==> config.mk <==
export PLATFORM = sky130hd
export DESIGN_NAME = m68k_bus_responder
export DESIGN_NICKNAME = d
export VERILOG_FILES = /design/src/rtl/m68k_bus_responder_pkg.sv /design/src/rtl/m68k_bus_responder_bus_sync.sv /design/src/rtl/m68k_bus_responder.sv
export SDC_FILE = /design/constraint.sdc
export NUM_CORES = 1
export LEC_CHECK = 0
export BUFFER_PORTS_ARGS = -buffer_cell sky130_fd_sc_hd__buf_4
export CAP_MARGIN = 15
export CORE_MARGIN = 1
export CORE_UTILIZATION = 53
export CTS_CLUSTER_SIZE = 20
export DETAILED_ROUTE_END_ITERATION = 8
export PLACE_DENSITY = 0.8
export SLEW_MARGIN = 40
export SYNTH_ARGS = -nofsm -noshare
export SYNTH_HDL_FRONTEND = slang
export SYNTH_SLANG_ARGS = --single-unit
==> constraint.sdc <==
create_clock -name CLK -period 2.92 [get_ports CLK]
set_input_delay 0.292 -clock CLK [delete_from_list [all_inputs] [get_ports CLK]]
set_output_delay 0.292 -clock CLK [all_outputs]
set_load 0.01 [all_outputs]
==> src/rtl/m68k_bus_responder_pkg.sv <==
// Shared encodings for the 68k bus responder: FSM states, DSACK codes and
// the byte-lane decode used when a cycle is captured.
package m68k_bus_responder_pkg;

    // Responder FSM states (4-bit, also exported on the debug state port).
    localparam logic [3:0] RSP_IDLE    = 4'd0;
    localparam logic [3:0] RSP_DECODE  = 4'd1;
    localparam logic [3:0] RSP_IGNORE  = 4'd2;
    localparam logic [3:0] RSP_WAIT_DS = 4'd3;
    localparam logic [3:0] RSP_STROBE  = 4'd4;
    localparam logic [3:0] RSP_ACCESS  = 4'd5;
    localparam logic [3:0] RSP_WAITST  = 4'd6;
    localparam logic [3:0] RSP_ACK     = 4'd7;
    localparam logic [3:0] RSP_RELEASE = 4'd8;
    localparam logic [3:0] RSP_ERROR   = 4'd9;

    // DSACK encodings for a 16-bit port (active low pair).
    localparam logic [1:0] DSACK_ASSERT_16 = 2'b01;
    localparam logic [1:0] DSACK_IDLE      = 2'b11;

    // Byte lanes {upper,lower}: a byte transfer picks one lane from A0,
    // every other size code is handled as a full word.
    function automatic logic [1:0] byte_enables(input logic [1:0] siz, input logic a0);
        logic [1:0] be;
        if (siz == 2'b01) begin
            be = a0 ? 2'b01 : 2'b10;
        end else begin
            be = 2'b11;
        end
        return be;
    endfunction

endpackage

==> src/rtl/m68k_bus_responder_bus_sync.sv <==
// Two-flop synchronizer for asynchronous bus strobes. Resets to RESET_VAL so
// active-low strobes come out of reset in their negated state.
module m68k_bus_responder_bus_sync #(
    parameter int              WIDTH     = 2,
    parameter logic [WIDTH-1:0] RESET_VAL = '1
) (
    input  logic             clk,
    input  logic             reset,
    input  logic [WIDTH-1:0] raw,
    output logic [WIDTH-1:0] synced
);

    logic [WIDTH-1:0] meta;

    // Two register stages: first may go metastable, second is used by logic.
    always_ff @(posedge clk) begin
        if (reset) begin
            meta   <= RESET_VAL;
            synced <= RESET_VAL;
        end else begin
            meta   <= raw;
            synced <= meta;
        end
    end

endmodule

==> src/rtl/m68k_bus_responder.sv <==
// 68k-style asynchronous bus target. Synchronizes AS/DS, decodes a register
// window, issues a single-cycle register request and terminates the bus cycle
// with DSACK (or BERR on timeout), then waits for AS to be negated.
//
// Register-side handshake: REG_RE/REG_WE is a one-cycle request with REG_ADDR,
// REG_BE and REG_WDATA stable while it is high. REG_READY is the completion;
// it may already be high in the request cycle, otherwise it is awaited in
// ACCESS. REG_RDATA is only sampled in a cycle where REG_READY is high.
// Ready arriving outside STROBE/ACCESS is ignored.
module m68k_bus_responder
    import m68k_bus_responder_pkg::*;
#(
    parameter int                    ADDR_WIDTH  = 24,
    parameter logic [ADDR_WIDTH-1:0] BASE_ADDR   = 24'hE80000,
    parameter int                    WINDOW_BITS = 8,
    parameter int                    WAIT_STATES = 2,
    parameter int                    TIMEOUT     = 255
) (
    input  logic                   CLK,
    input  logic                   RESET,
    input  logic                   AS_n,
    input  logic                   DS_n,
    input  logic                   RW,
    input  logic [1:0]             SIZ,
    input  logic [ADDR_WIDTH-1:0]  ADDR,
    input  logic [15:0]            DATA_IN,
    output logic [15:0]            DATA_OUT,
    output logic                   DATA_OE,
    output logic [1:0]             DSACK_n,
    output logic                   BERR_n,
    output logic [WINDOW_BITS-2:0] REG_ADDR,
    output logic [1:0]             REG_BE,
    output logic                   REG_WE,
    output logic                   REG_RE,
    output logic [15:0]            REG_WDATA,
    input  logic [15:0]            REG_RDATA,
    input  logic                   REG_READY,
    output logic [3:0]             fsm_state
);

    localparam int TAG_WIDTH = ADDR_WIDTH - WINDOW_BITS;
    localparam logic [TAG_WIDTH-1:0] BASE_TAG = BASE_ADDR[ADDR_WIDTH-1:WINDOW_BITS];
    // Last count value of the wait-state and timeout counters.
    localparam logic [7:0] WS_LAST  = (WAIT_STATES > 0) ? 8'(WAIT_STATES - 1) : 8'd0;
    localparam logic [7:0] TMO_LAST = 8'(TIMEOUT - 1);

    logic [1:0]           strobe_sync;
    logic                 as_act;
    logic                 ds_act;
    logic [3:0]           state;
    logic [3:0]           next_state;
    logic [TAG_WIDTH-1:0] tag_q;
    logic                 rw_q;
    logic                 ready_q;
    logic [15:0]          rdata_q;
    logic                 ready_now;
    logic                 hit;
    logic [7:0]           wait_cnt;
    logic [7:0]           tmo_cnt;

    m68k_bus_responder_bus_sync #(
        .WIDTH     (2),
        .RESET_VAL (2'b11)
    ) u_bus_sync (
        .clk    (CLK),
        .reset  (RESET),
        .raw    ({AS_n, DS_n}),
        .synced (strobe_sync)
    );

    assign as_act    = ~strobe_sync[1];
    assign ds_act    = ~strobe_sync[0];
    assign hit       = (tag_q == BASE_TAG);
    // Completion seen either during the strobe cycle (latched) or now.
    assign ready_now = ready_q | REG_READY;
    assign fsm_state = state;

    // Next-state decode; AS negation aborts any cycle before termination.
    always_comb begin
        next_state = state;
        case (state)
            RSP_IDLE:    if (as_act) next_state = RSP_DECODE;
            RSP_DECODE:  next_state = hit ? RSP_WAIT_DS : RSP_IGNORE;
            RSP_IGNORE:  if (!as_act) next_state = RSP_IDLE;
            RSP_WAIT_DS: begin
                if (!as_act)     next_state = RSP_IDLE;
                else if (ds_act) next_state = RSP_STROBE;
            end
            RSP_STROBE:  next_state = as_act ? RSP_ACCESS : RSP_IDLE;
            RSP_ACCESS: begin
                if (!as_act)                next_state = RSP_IDLE;
                else if (ready_now)         next_state = (WAIT_STATES == 0) ? RSP_ACK : RSP_WAITST;
                else if (tmo_cnt == TMO_LAST) next_state = RSP_ERROR;
            end
            RSP_WAITST: begin
                if (!as_act)                next_state = RSP_IDLE;
                else if (wait_cnt == WS_LAST) next_state = RSP_ACK;
            end
            RSP_ACK:     next_state = RSP_RELEASE;
            RSP_RELEASE: if (!as_act) next_state = RSP_IDLE;
            RSP_ERROR:   if (!as_act) next_state = RSP_IDLE;
            default:     next_state = RSP_IDLE;
        endcase
    end

    // State register, captured cycle attributes, counters and registered bus/register outputs.
    always_ff @(posedge CLK) begin
        if (RESET) begin
            state     <= RSP_IDLE;
            tag_q     <= '0;
            rw_q      <= 1'b0;
            ready_q   <= 1'b0;
            rdata_q   <= '0;
            wait_cnt  <= '0;
            tmo_cnt   <= '0;
            DATA_OUT  <= '0;
            DATA_OE   <= 1'b0;
            DSACK_n   <= DSACK_IDLE;
            BERR_n    <= 1'b1;
            REG_ADDR  <= '0;
            REG_BE    <= '0;
            REG_WE    <= 1'b0;
            REG_RE    <= 1'b0;
            REG_WDATA <= '0;
        end else begin
            state  <= next_state;
            REG_WE <= 1'b0;
            REG_RE <= 1'b0;

            case (state)
                RSP_IDLE: begin
                    // Address phase is captured when synced AS is first seen.
                    if (next_state == RSP_DECODE) begin
                        tag_q    <= ADDR[ADDR_WIDTH-1:WINDOW_BITS];
                        rw_q     <= RW;
                        REG_ADDR <= ADDR[WINDOW_BITS-1:1];
                        REG_BE   <= byte_enables(SIZ, ADDR[0]);
                    end
                end
                RSP_WAIT_DS: begin
                    if (next_state == RSP_STROBE) begin
                        REG_WDATA <= DATA_IN;
                        REG_WE    <= ~rw_q;
                        REG_RE    <= rw_q;
                    end
                end
                RSP_STROBE: begin
                    ready_q <= REG_READY;
                    rdata_q <= REG_RDATA;
                    tmo_cnt <= '0;
                end
                RSP_ACCESS: begin
                    if (next_state == RSP_WAITST || next_state == RSP_ACK) begin
                        wait_cnt <= '0;
                        if (rw_q) begin
                            DATA_OUT <= ready_q ? rdata_q : REG_RDATA;
                            DATA_OE  <= 1'b1;
                        end
                    end else begin
                        tmo_cnt <= tmo_cnt + 8'd1;
                    end
                end
                RSP_WAITST: wait_cnt <= wait_cnt + 8'd1;
                default: ;
            endcase

            if (next_state == RSP_ACK) begin
                DSACK_n <= DSACK_ASSERT_16;
            end
            if (next_state == RSP_ERROR) begin
                BERR_n  <= 1'b0;
                DATA_OE <= 1'b0;
            end
            // Returning to (or staying in) IDLE releases every bus output.
            if (next_state == RSP_IDLE) begin
                DSACK_n  <= DSACK_IDLE;
                BERR_n   <= 1'b1;
                DATA_OE  <= 1'b0;
                DATA_OUT <= '0;
                ready_q  <= 1'b0;
            end
        end
    end

endmodule

==> Word-level counts from Yosys, hierarchy flattened <==
Cells that the tools add are included.
{ "op_classes": {"order_cmp": 0, "reduce_logical": 14, "mul": 0, "shifts": 0, "add_sub_neg": 2, "div_mod_pow": 0, "bitwise_logic": 4, "mux": 19, "eq_ne": 20} }
{ "op_table": {"columns": ["op", "count"], "rows": [
  ["4-bit two-way mux", 9],
  ["4-bit case mux with 8 select lines", 1],
  ["8-bit case mux with 2 select lines", 2],
  ["4-bit by 3-bit equality test with 1-bit output, second input constant", 7],
  ["8-bit by 1-bit adder with 8-bit output, second input constant", 2],
  ["16-bit equality test, second input constant", 1],
  ["16-bit two-way mux", 1],
  ["8-bit two-way mux", 2],
  ["4-bit equality test, second input constant", 3],
  ["3-bit OR reduction", 3],
  ["4-bit by 1-bit equality test with 1-bit output, second input constant", 2],
  ["4-bit by 2-bit equality test with 1-bit output, second input constant", 2],
  ["8-bit by 1-bit equality test with 1-bit output, second input constant", 1],
  ["8-bit equality test, second input constant", 1],
  ["4-bit zero test", 2],
  ["2-bit AND reduction", 4],
  ["2-bit two-way mux", 2],
  ["2-bit inequality test, second input constant", 2],
  ["2-bit nonzero test", 2],
  ["3-bit two-way mux", 1],
  ["1-bit inverter", 3],
  ["3-bit AND reduction", 1],
  ["2-bit by 1-bit equality test with 1-bit output, second input constant", 1],
  ["2-bit OR reduction", 1],
  ["other kinds (3)", 3]
]} }
{ "word_totals": {"elab_cells": 77, "ramBits": 0, "reg_bits": 104, "romBits": 0, "latch_bits": 0, "memories": 0} }

==> Longest topological paths before layout <==
{ "depth": {"word_depth": 9, "mapped_depth": 9, "mapped_depth_nobuf": 8} }

==> Hierarchy <==
Synthesis repeated with hierarchy kept, for this count alone.
{ "hier_totals": {"hier_cells": 534, "area_unflattened_um2": 4534.3} }
{ "modules_own_cells": {"columns": ["mod", "instances", "seq_area_each_um2", "area_each_um2", "cells_each"], "rows": [
  ["m68k_bus_responder", 1, 2001.9, 4429.2, 526],
  ["m68k_bus_responder_bus_sync", 1, 80.1, 105.1, 8]
]} }

==> Worst setup path after synthesis <==
No wires, ideal clock.
{ "synth_timing": {"path_type": "register to register", "from": "register state[1], in the netlist fsm_state[1]", "to": "register DATA_OUT[10]", "required_ns": 2.862, "stages_incl_launch_ff": 9, "period_less_slack_ns": 2.048, "arrival_time_ns": 1.990, "path_slack_ns": 0.872, "setup_ns": 0.058, "path_cell_list": "dfxtp_1 > inv_2 > or4b_4 > buf_6 > a21oi_2 > o31ai_2 > a31oi_4 > buf_6 > o211a_1"} }
{ "synth_via": {"elab_chain_len": 7, "elab_cells_between_ends": 27} }
{ "synth_rtl": {"columns": ["item", "line", "rtl"], "rows": [
  ["from (decl)", "m68k_bus_responder.sv:50", "logic [3:0] state;"],
  ["from (signal assigned)", "m68k_bus_responder.sv:126", "state <= next_state;"],
  ["4-bit two-way mux", "m68k_bus_responder.sv:93", "else if (tmo_cnt == TMO_LAST) next_state = RSP_ERROR;"],
  ["4-bit two-way mux", "m68k_bus_responder.sv:92", "else if (ready_now) next_state = (WAIT_STATES == 0) ? RSP_ACK : RSP_WAITST;"],
  ["4-bit two-way mux", "m68k_bus_responder.sv:91", "if (!as_act) next_state = RSP_IDLE;"],
  ["4-bit case mux with 8 select lines", "m68k_bus_responder.sv:81", "case (state)"],
  ["4-bit by 3-bit equality test with 1-bit output", "m68k_bus_responder.sv:153", "if (next_state == RSP_WAITST || next_state == RSP_ACK) begin"],
  ["1-bit logical OR", "m68k_bus_responder.sv:153", null],
  ["3-bit AND reduction (no line)", null, null],
  ["to (signal assigned)", "m68k_bus_responder.sv:156", "DATA_OUT <= ready_q ? rdata_q : REG_RDATA;"],
  ["to (decl)", "m68k_bus_responder.sv:27", "output logic [15:0] DATA_OUT,"]
]} }
Parallel ways exist; a longest one is shown, timed or not.
A chain may end at the register's enable or synchronous reset.

==> Worst setup path in the final report <==
{ "layout_timing": {"from": "register state[1], in the netlist fsm_state[1]", "to": "register DATA_OUT[12]"} }
Same word-level chain as after synthesis.

==> impl_summary.txt <==
----------------------------------------------------
[Clock tree]
  Clock latency of the later-clocked register in the worst-skew pair ... 0.37 ns
  H-tree depth reported by CTS ... 3
  Cts repair resizes ... 0
  Total clock sinks ... 104
  Total of hold buffers inserted after clock tree synthesis ... 0
  Count of buffers added by post-CTS timing repair for setup ... 0
  Clock root buffer ... sky130_fd_sc_hd__clkbuf_8
  Clock tree from TritonCTS ... built
  Number of buffers between clock root and the deepest sink ... 2
  Clock transition at path regs ... 0.11 ns
  Clock buffer count from CTS ... 9

[Synth]
  Post-synthesis share of cell area spent on xor and xnor gates ... 0.198%
  Primary flip-flop cell chosen by synthesis mapping ... sky130_fd_sc_hd__dfxtp_1
  Count of cell types in the netlist ... 59
  Multiplexer area fraction after synthesis ... 4.38%
  Area of the mapped netlist ... 4430 µm²
  Compound-Gate Fraction of Synth Area ... 17.9%
  Flops & latches, synth ... 104
  Adder and majority cell fraction of the synthesized area ... 1.13%
  Synthesized netlist net count ... 599
  Instance count of the mapped netlist ... 531
  Proportion of synthesized flip-flops having asynchronous set or reset ... 0%
  Combinational family with the most area after synthesis ... simple AND/OR/NAND/NOR gates
  Yosys warning count ... 0
  Post-Synth Simple-Gate Area ... 25.2%
  Sequential-to-total area share from yosys stat ... 47.0%
  Synthesized area per cell ... 8.34 µm²
  EDFF count, synth ... 0

[Pwr]
  Leakage power summed over all cells ... 2.38 nW
  Maximum VDD drop ... 0.000304 V
  Ratio of total power to cell area ... 464 nW/µm²

[Setup path]
  Crit-path leading delay family ... compound AO/OA/AOI/OAI gates
  Start-to-end type of the worst setup path ... flip-flop to flip-flop
  CP Capture Type ... flip-flop
  Critical path's slowest cell ... sky130_fd_sc_hd__dfxtp_1
  Startpoint of the most critical setup path ... fsm_state[1]
  Maximum fanout along the worst path ... 18
  Worst path required time ... 3.23 ns
  Launch point of the worst reg-to-reg path ... fsm_state[1]
  Worst-path cell chain ... inv_2, or4b_4, a21oi_2, o31ai_2, a31oi_4, o211a_1
  Nature of the critical path startpoint ... flip-flop
  Total buffers and inverters traversed by the critical path ... 1
  WP data arrival ... 2.82 ns
  Delay of the slowest cell on the worst path ... 0.69 ns

[Layout]
  Proportion of layout cells with a drive suffix above 1 ... 24.8%
  Total inserted antenna cells ... 0
  Area growth from synthesis to layout ... 24.8%
  Final net count ... 693

[Drt]
  Routed wire length ... 10.4 mm
  Final routed DRC violation total ... 0
  DR vias ... 3,966
  First-pass detailed-route iteration total ... 4
  Starting DRC count in detailed routing ... 171
  WL/cell ... 14.3 µm
  Routed Antenna Nets ... 0
  Average vias per placed instance ... 5.42

[Floorplan]
  X dimension of the die ... 93.4 µm
  Die ar. ... 8720 µm²
  Die outline height ... 93.4 µm
  Core outline area ... 7890 µm²
  Core Rows ... 32
  Number of primary I/O pins ... 115
  Effective utilization at floorplan ... 56.1%

[Timing]
  Setup repair after global routing missed its margin ... false
  Max-slew violation count ... 0
  Slew at the pin closest to its max-slew limit ... 0.672 ns
  Remaining max-slew budget at the tightest pin ... 55.2%
  Fin Setup TNS ... 0 ns
  Worst hold slack after final layout ... 0.0989 ns
  Maximum clock frequency ... 398 MHz
  Maximum clock skew at final layout ... 0.0134 ns
  Total count of hold-check failures in the final report ... 0
  Setup violators final ... 0
  Final clock period utilization by the worst path ... 86.0%
  Crit path time final ... 2.51 ns

[Status]
  Outcome ... finished clean

[Flow run]
  Max-capacitance violation count ... 0

[Global route]
  First-pass GRT wire length ... 17.0 mm
  Remaining Overflow, GRT ... 0
  Antenna violations before repair ... 0
  Total track usage ... 24.7%
  Maximum number of pins on one net before global-route repair ... 93
  Via count of the first global-routing pass ... 3,768

[Worst hold path]
  Min-delay src ... AS_n
  Worst hold-check path type ... input port to flip-flop

[Placement]
  Quantity of I/O buffers inserted on ports ... 113
  Detail Placement HPWL ... 7.12 mm
  Final weighted congestion in routability-driven placement ... 0.823

----------------------------------------------------
cells in the final DEF, fill, tap and decap left out, drive strengths merged, types with 3 or more instances in the layout:
cell | netlist | layout
nor4bb | 3 | 3
or3 | 3 | 3
nor4 | 3 | 3
and3 | 6 | 6
nor2 | 32 | 32
dfxtp | 104 | 104
a31oi | 5 | 5
nor3b | 6 | 6
a211oi | 3 | 3
o21ai | 9 | 9
o211a | 17 | 17
or2 | 5 | 5
mux2 | 3 | 3
buf | 7 | 120
nor2b | 3 | 3
nor3 | 11 | 11
a21oi | 70 | 70
nand3 | 7 | 7
clkbuf | 30 | 10
o31ai | 3 | 3
ha | 4 | 4
nand2 | 142 | 142
mux2i | 16 | 16
nor4b | 5 | 5
inv | 5 | 9
state kept, by name (all words and copies together), names as in the netlist, 2 cells and up:
| signal | cells |
|---|---|
| wait_cnt | 8 |
| REG_WDATA | 16 |
| REG_ADDR | 7 |
| u_bus_sync.synced | 2 |
| u_bus_sync.meta | 2 |
| tag_q | 16 |
| tmo_cnt | 8 |
| rdata_q | 16 |
| REG_BE | 2 |
| fsm_state | 4 |
| DATA_OUT | 16 |
where the power goes:
group / leakage [nW] / switching (mW) / internal, mW
Combinational: 1.43 / 0.0730 / 0.0839
Clock: 0.108 / 0.537 / 0.423
Sequential: 0.840 / 0.0122 / 1.43
final timing paths:
path | slack [ns] | depth (start not counted) | endpoint
min reg2reg | 0.43 | 1 | u_bus_sync.synced[1]
max | 0.41 | 6 | DATA_OUT[12]
max reg2reg | 0.41 | 6 | DATA_OUT[12]
min | 0.1 | 2 | u_bus_sync.meta[1]
cell usage after synthesis, drive strengths merged, types with 2 or more instances:
cell type | number | area, µm²
nand2 | 142 | 533
dfxtp | 104 | 2080
a21oi | 70 | 354
nor2 | 32 | 120
clkbuf | 30 | 113
o211a | 17 | 170
mux2i | 16 | 160
nor3 | 11 | 60.1
o21ai | 9 | 45.0
buf | 7 | 48.8
nand3 | 7 | 35.0
and3 | 6 | 37.5
nor3b | 6 | 50.1
a31oi | 5 | 46.3
inv | 5 | 18.8
nor4b | 5 | 43.8
or2 | 5 | 31.3
ha | 4 | 50.1
a211oi | 3 | 35.0
mux2 | 3 | 33.8
nor2b | 3 | 18.8
nor4 | 3 | 18.8
nor4bb | 3 | 30.0
o31ai | 3 | 32.5
or3 | 3 | 18.8
and2 | 2 | 12.5
nand2b | 2 | 12.5
nand4 | 2 | 12.5
nand4b | 2 | 17.5
nand4bb | 2 | 22.5
o21a | 2 | 15.0
or4 | 2 | 15.0
or4b | 2 | 23.8
per-layer routing:
metal	track usage, %	vias to the layer above	wire length, µm
li1	-	2011	-
met1	29.3	1836	4430
met2	42.7	103	5190
met3	6.75	16	645
met4	8.85	0	172
met5	0	-	0
cell families (layout without fill, tap and decap cells):
kind of cell / count (synthesis) / after routing
mux: 19 / 19
simple gates: 240 / 240
other cells: 1 / 1
buf+inv: 42 / 141
fa+ha+maj: 4 / 4
flops: 104 / 104
compound gates: 120 / 120
xor+xnor: 1 / 1
cell type report:
| class | count | area [µm²] |
|---|---|---|
| fillers | 640 | 2360 |
| multi-input cells | 385 | 2180 |
| flip-flops and latches | 104 | 2080 |
| repair buffers | 120 | 905 |
| clock buffers | 10 | 128 |
| well taps | 102 | 128 |
| clock inverters | 6 | 86.3 |
| inverters | 5 | 18.8 |
worst register-to-register path, cell delays in order, from the launching register on:
cell and delay (ns):
sky130_fd_sc_hd__dfxtp_1 0.69, sky130_fd_sc_hd__inv_2 0.12, sky130_fd_sc_hd__or4b_4 0.61, sky130_fd_sc_hd__a21oi_2 0.15, sky130_fd_sc_hd__o31ai_2 0.16, sky130_fd_sc_hd__a31oi_4 0.50
sky130_fd_sc_hd__o211a_1 0.23
through the flow:
step,util (%),setup WS [ns],area (µm²),std cells,power (mW)
detailed placement,67.3,0.433,5310,716,1.63
finish,70.0,0.409,5520,732,2.56
floorplan,-,0.872,4430,531,1.54
global route,70.0,0.214,5520,732,2.66
CTS,70.0,0.416,5520,732,2.57
global placement,67.3,0.536,5310,716,1.63
Power figures use the tool's default switching activity.
